### src/rtl/param_updn_counter.sv
`default_nettype none
// ============================================================================
// Module   : param_updn_counter
// Purpose  : Parameterised up/down counter with a programmable terminal
//            count, selectable wrap/saturate behaviour at the boundaries,
//            a synchronous parallel load and registered boundary pulses.
// Revision : 1.0 - initial release
//
// Parameters
//   WIDTH      counter width in bits (2..32)
//   MAX_VAL    terminal count (1..2**WIDTH-1), default all ones
//
// Ports
//   clk        clock, rising-edge active
//   rst        asynchronous active-low reset
//   en         count enable
//   up_dn      direction, 1 = up, 0 = down
//   sat_mode   boundary behaviour, 0 = wrap, 1 = saturate
//   load       synchronous load strobe (highest priority)
//   load_val   value to load, clamped to MAX_VAL
//   count      registered counter value, never above MAX_VAL
//   ovf        one-cycle pulse after an up-boundary event
//   udf        one-cycle pulse after a down-boundary event
//
// Optional feature (macro UPDN_CNT_STICKY_FLAG_EN)
//   flag_clr   clears the sticky flags on a rising edge
//   ovf_sticky set with every ovf pulse, held until cleared
//   udf_sticky set with every udf pulse, held until cleared
//   A new boundary event on the same edge as flag_clr keeps the flag set.
// ============================================================================
module param_updn_counter #(
  parameter int unsigned      WIDTH   = 4,
  parameter logic [WIDTH-1:0] MAX_VAL = {WIDTH{1'b1}}
) (
  input  logic             clk,
  input  logic             rst,
  input  logic             en,
  input  logic             up_dn,
  input  logic             sat_mode,
  input  logic             load,
  input  logic [WIDTH-1:0] load_val,
  output logic [WIDTH-1:0] count,
  output logic             ovf,
  output logic             udf
`ifdef UPDN_CNT_STICKY_FLAG_EN
  ,
  input  logic             flag_clr,
  output logic             ovf_sticky,
  output logic             udf_sticky
`endif
);

  localparam logic [WIDTH-1:0] c_zero = '0;
  localparam logic [WIDTH-1:0] c_one  = {{(WIDTH-1){1'b0}}, 1'b1};

  logic [WIDTH-1:0] load_clamped;
  logic             up_evt;
  logic             dn_evt;
  logic [WIDTH-1:0] count_nxt;

  // Loaded values above the terminal count would break the count<=MAX_VAL
  // invariant, so they are clipped to MAX_VAL.
  assign load_clamped = (load_val > MAX_VAL) ? MAX_VAL : load_val;

  // Boundary events only exist when counting; a load masks them.
  assign up_evt = en && !load &&  up_dn && (count == MAX_VAL);
  assign dn_evt = en && !load && !up_dn && (count == c_zero);

  always_comb begin
    count_nxt = count;
    if (load) begin
      count_nxt = load_clamped;
    end else if (en) begin
      if (up_dn) begin
        if (up_evt) begin
          count_nxt = sat_mode ? MAX_VAL : c_zero;
        end else begin
          count_nxt = count + c_one;
        end
      end else begin
        if (dn_evt) begin
          count_nxt = sat_mode ? c_zero : MAX_VAL;
        end else begin
          count_nxt = count - c_one;
        end
      end
    end
  end

  always_ff @(posedge clk or negedge rst) begin
    if (!rst) begin
      count <= c_zero;
      ovf   <= 1'b0;
      udf   <= 1'b0;
    end else begin
      count <= count_nxt;
      ovf   <= up_evt;
      udf   <= dn_evt;
    end
  end

`ifdef UPDN_CNT_STICKY_FLAG_EN
  // Sticky flags rise on the same edge as the matching pulse; setting takes
  // precedence over a concurrent clear so no event can be lost.
  always_ff @(posedge clk or negedge rst) begin
    if (!rst) begin
      ovf_sticky <= 1'b0;
      udf_sticky <= 1'b0;
    end else begin
      if (up_evt) begin
        ovf_sticky <= 1'b1;
      end else if (flag_clr) begin
        ovf_sticky <= 1'b0;
      end
      if (dn_evt) begin
        udf_sticky <= 1'b1;
      end else if (flag_clr) begin
        udf_sticky <= 1'b0;
      end
    end
  end
`endif

endmodule
`default_nettype wire

### config.mk
export PLATFORM = sky130hd
export DESIGN_NAME = param_updn_counter
export DESIGN_NICKNAME = d
export VERILOG_FILES = /design/src/rtl/param_updn_counter.sv
export SDC_FILE = /design/constraint.sdc
export NUM_CORES = 1
export LEC_CHECK = 0
export CAP_MARGIN = 25
export CELL_PAD_IN_SITES_DETAIL_PLACEMENT = 2
export CELL_PAD_IN_SITES_GLOBAL_PLACEMENT = 2
export CORE_MARGIN = 2
export CORE_UTILIZATION = 26
export DETAILED_ROUTE_END_ITERATION = 16
export PLACE_DENSITY = 0.83
export SETUP_SLACK_MARGIN = 0.1
export SLEW_MARGIN = 5
export SYNTH_ARGS = -nofsm -noshare
export SYNTH_HDL_FRONTEND = slang
export SYNTH_SLANG_ARGS = --single-unit
export TNS_END_PERCENT = 5
### constraint.sdc
create_clock -name clk -period 4.8 [get_ports clk]
set_input_delay 0.72 -clock clk [delete_from_list [all_inputs] [get_ports clk]]
set_output_delay 0.72 -clock clk [all_outputs]
set_load 0.01 [all_outputs]
-- Yosys cells after proc, flatten, opt, wreduce, memory -nomap -nowiden
Cells that the tools add are included.
- add/subtract/negate cells: 2
- magnitude comparators: 1
- equality and inequality tests: 1
- muxes and demuxes: 8
- reductions and logical operators: 9
- operator list (kind ; number):
    4-bit 2-to-1 mux ; 8
    1-bit logical AND ; 5
    4-bit by 1-bit adder with 4-bit output, second input constant ; 1
    4-bit equality test, second input constant ; 1
    4-bit greater-than comparator, second input constant ; 1
    4-bit logical NOT ; 1
    4-bit by 1-bit subtractor with 4-bit output, second input constant ; 1
    1-bit logical NOT ; 2
    2-bit nonzero test ; 1
- flip-flop bits (word level): 6
- bits of input ports: 10
- output and inout port bits: 6
- word-level logic and storage cells: 24

-- Logic depth before layout (Yosys ltp)
- depth in word-level cells: 8
- depth in mapped cells: 7
- depth with buffers taken out: 7

-- Worst setup path before layout
Ideal clock, no wire load.
- kind: input-to-reg
- from: in load
- to: reg count[1]
- setup time: 0.124 ns
- arrival: 1.623 ns
- data required time: 4.676 ns
- path slack: 3.054 ns
- stages on the path: 5
- path buffers: 1
- path through: buf_2 -> nor4b_4 -> and3_2 -> a211oi_1 -> o31a_1
- cells in the longest elaborated chain, start to end: 8
- elaborated cells between the ends (all ways): 12
- classes of those cells: mux: 5; reduce/logical: 7
- RTL lines (item ; line ; text):
    start, declared ; 40 ; input logic load,
    1-bit logical NOT ; 66, 67 ;
    1-bit logical AND ; 66, 67 ;
    1-bit logical AND (on tied branches) (2 in series) ; 67, 66 ;
    4-bit 2-to-1 mux (on tied branches) ; 81, 75 ;
    4-bit 2-to-1 mux ; 74 ; if (up_dn) begin
    4-bit 2-to-1 mux ; 73 ; end else if (en) begin
    4-bit 2-to-1 mux ; 71 ; if (load) begin
    end signal, assigned ; 92 ; count <= c_zero;
    end signal, assigned ; 96 ; count <= count_nxt;
    end, declared ; 42 ; output logic [WIDTH-1:0] count,
Several ways; a longest one is shown, not always the timed one. The select of a mux whose other input is x is not followed.
A chain may end at the register's enable or synchronous reset.

-- Worst setup path after layout
- from: reg count[2]
- to: out count[2]
No word-level cell between the ends.

==> impl_metrics.py <==
metrics = {
    "setup_path": {
        "timing.reg2reg.setup_slack_ns": 2.93,
        "cp_max_fo": 10,
        "worst_path_max_delay_cell": "clkdlybuf4s50_1",
        "cp_num_buf_inv": 1,
        "r2r-start": "count[0]",
        "worstSetupPathType": "reg -> out",
        "reg2reg_depth": 7,
        "cp-endpoint": "count[2]",
        "worst_setup_path_start_kind": "flop",
        "r2r_end": "count[3]",
        "endpoint_kind": "primary output",
        "path_cells": "clkdlybuf4s50_1",
        "cp-startpoint": "count[2]",
        "cp.arrival_ns": 1.46,
        "cp.required_ns": 4.08,
        "slowest_delay_ns": 0.62,
        "cp_top_family": "buffers and inverters",
        "cp_num_cells": 1,
    },
    "final_layout": {
        "drive_gt1_share_pct": 7.79,
        "fin_cells": 102,
        "syn_to_final_growth_pct": 37.8,
        "antenna_cells": 0,
        "nNetsFinal": 92,
    },
    "synthesis": {
        "yosys_warnings": 0,
        "ys_ff_latch": 6,
        "synth_flop_cell": "dfrtp_1",
        "synth_nets": 74,
        "synthArstFlopShare_pct": 100,
        "synth.distinct_cells": 28,
        "syn_inst": 61,
        "synth_edf_count": 0,
        "syn_area_um2": 497,
        "syn_avg_cell_area_um2": 8.14,
        "seq_area_frac_synth_pct": 30.2,
    },
    "placement": {
        "dp_slack_ns": 2.38,
        "place_congestion": 0.793,
        "hpwl_mm": 1.19,
        "portBuffers": 15,
        "dp.cells": 99,
    },
    "clock_network": {
        "clkLatencyLatePin_ns": 0.24,
        "clkTransAtPathRegs_ns": 0.05,
        "cts_resized": 0,
        "clock-root-buffer": "clkbuf_4",
        "h-tree-depth": 1,
        "cts_buffers": 3,
        "postCtsHoldBufs": 0,
        "cts_sinks": 6,
        "cts_buffer_depth": 2,
        "cts_tree": "done",
        "postCtsSetupBuffers": 0,
    },
    "detailed_routing": {
        "detailroute.via_count": 504,
        "drt_iter0_markers": 8,
        "drt-total-wl_mm": 1.51,
        "drtAntennaViolNets": 0,
        "post_drt_wl_per_cell_um": 14.8,
        "dr.pass1.iters": 4,
        "drc": 0,
        "vias_per_cell": 4.94,
    },
    "global_route": {
        "grt_overflow": 0,
        "grt_start_max_net_pins": 11,
        "grt_first_pass_wirelength_mm": 2.57,
        "grt_usage_pct": 16.4,
        "grt_pass1_vias": 577,
        "antenna_found_initial": 0,
    },
    "power": {
        "intPower_w": 0.000114,
        "seqPwrFrac_pct": 38.7,
        "p_per_area_nw_per_um2": 251,
        "leakage_nw": 0.294,
        "swShare_pct": 33.8,
        "clkPwrFrac_pct": 27.9,
        "combPwrFrac_pct": 33.3,
        "switchingPower_w": 0.0000580,
        "ir_drop_v": 0.000124,
    },
    "sta": {
        "finalClockSkew_ns": 0.00175,
        "worst_slack_ns": 2.62,
        "maxSlewHeadroom_pct": 71.5,
        "maxSlewViolCount": 0,
        "fin_crit_sh_pct": 45.5,
        "final-hold-violation-count": 0,
        "rsz0062_at_grt": "false",
        "final-setup-viol-count": 0,
        "tightest_slew_ns": 0.427,
        "fin_setup_tns_ns": 0,
        "max_freq_ghz": 0.458,
        "finalWorstPathRequiredPeriod_ns": 2.18,
    },
    "die": {
        "fp.dieW_um": 47.7,
        "dieArea_um2": 2280,
        "core_area_um2": 1760,
        "rows": 15,
        "die_h_um": 47.7,
        "io_pins": 16,
        "start_util_pct": 28.2,
    },
    "run": {
        "cap_violations": 0,
    },
    "hold_path": {
        "min_path_type": "in -> async",
    },
    "status": {
        "status": "finished, final reports clean",
    },
}
==> synthesized netlist by cell type (2+ instances only) <==
master	count	area, um2
inv_1	5	18.8
nand2_1	7	26.3
nor3_1	4	20.0
a21oi_1	3	15.0
o21ai_0	7	35.0
ha_1	3	37.5
nor2b_1	2	12.5
dfrtp_1	6	150
nor2_1	5	18.8
==> power by group through the flow <==
stage / combinational (W) / clock (W) / sequential [W]
2_1_floorplan: 0.0000339 / 0 / 0.0000637
3_3_place_gp: 0.0000558 / 0 / 0.0000673
3_5_place_dp: 0.0000579 / 0 / 0.0000676
4_1_cts: 0.0000585 / 0.0000485 / 0.0000667
5_1_grt: 0.0000655 / 0.0000503 / 0.0000683
6_report: 0.0000572 / 0.0000479 / 0.0000665
==> metrics by stage <==
step / area, um2 / hold WS [ns] / total power, W / utilization (%)
floorplan: 497 / 0.424 / 0.0000975 / -
global placement: 662 / 0.808 / 0.000123 / 37.5
detailed placement: 662 / 0.814 / 0.000126 / 37.5
CTS: 684 / 0.714 / 0.000174 / 38.8
global route: 684 / 0.720 / 0.000184 / 38.8
finish: 684 / 0.708 / 0.000172 / 38.8
==> final cells by class <==
cell class              instances  area, um2
repair buffers                 15        150
multi-input cells              48        312
fillers                       216       1080
inverters                       5       18.8
clock buffers                   3       22.5
flip-flops and latches          6        150
well taps                      25       31.3
==> cell usage in the layout (no fill, tap or decap), types with 2 or more instances in the layout <==
cell type        count
a21oi_1              3
clkbuf_4             3
clkdlybuf4s50_1     15
dfrtp_1              6
ha_1                 3
inv_1                5
nand2_1              7
nor2_1               5
nor2b_1              2
nor3_1               4
o21ai_0              7
==> worst min path at each step <==
stage | to | slack, ns | depth (start not counted)
global placement | ovf | 0.81 | 2
global route | ovf | 0.72 | 1
detailed placement | ovf | 0.81 | 2
CTS | count[2] | 0.71 | 1
floorplan | count[0] | 0.42 | 0
finish | count[2] | 0.71 | 1
==> routing by layer <==
| metal | track usage [%] | share of wire, % | up-vias |
|---|---|---|---|
| met5 | 0 | 0 | - |
| met4 | 4.86 | 0 | 0 |
| met3 | 1.13 | 3.8 | 0 |
| met2 | 28.3 | 49 | 16 |
| met1 | 22.0 | 47 | 240 |
| li1 | - | - | 248 |
==> cells by family (layout without fill, tap and decap cells) <==
group	count (synthesis)	in the layout	share of synthesized area, %
compound gates	16	16	20.4
simple gates	27	27	31.0
mux	1	1	2.02
fa+ha+maj	3	3	7.56
xor+xnor	1	1	1.76
buf+inv	7	23	7.05
flops	6	6	30.2
==> state kept, by name, summed over array words and instances, names as in the netlist <==
| name | cells |
|---|---|
| ovf | 1 |
| count | 4 |
| udf | 1 |
No activity file was read; power rests on OpenSTA's default activity.
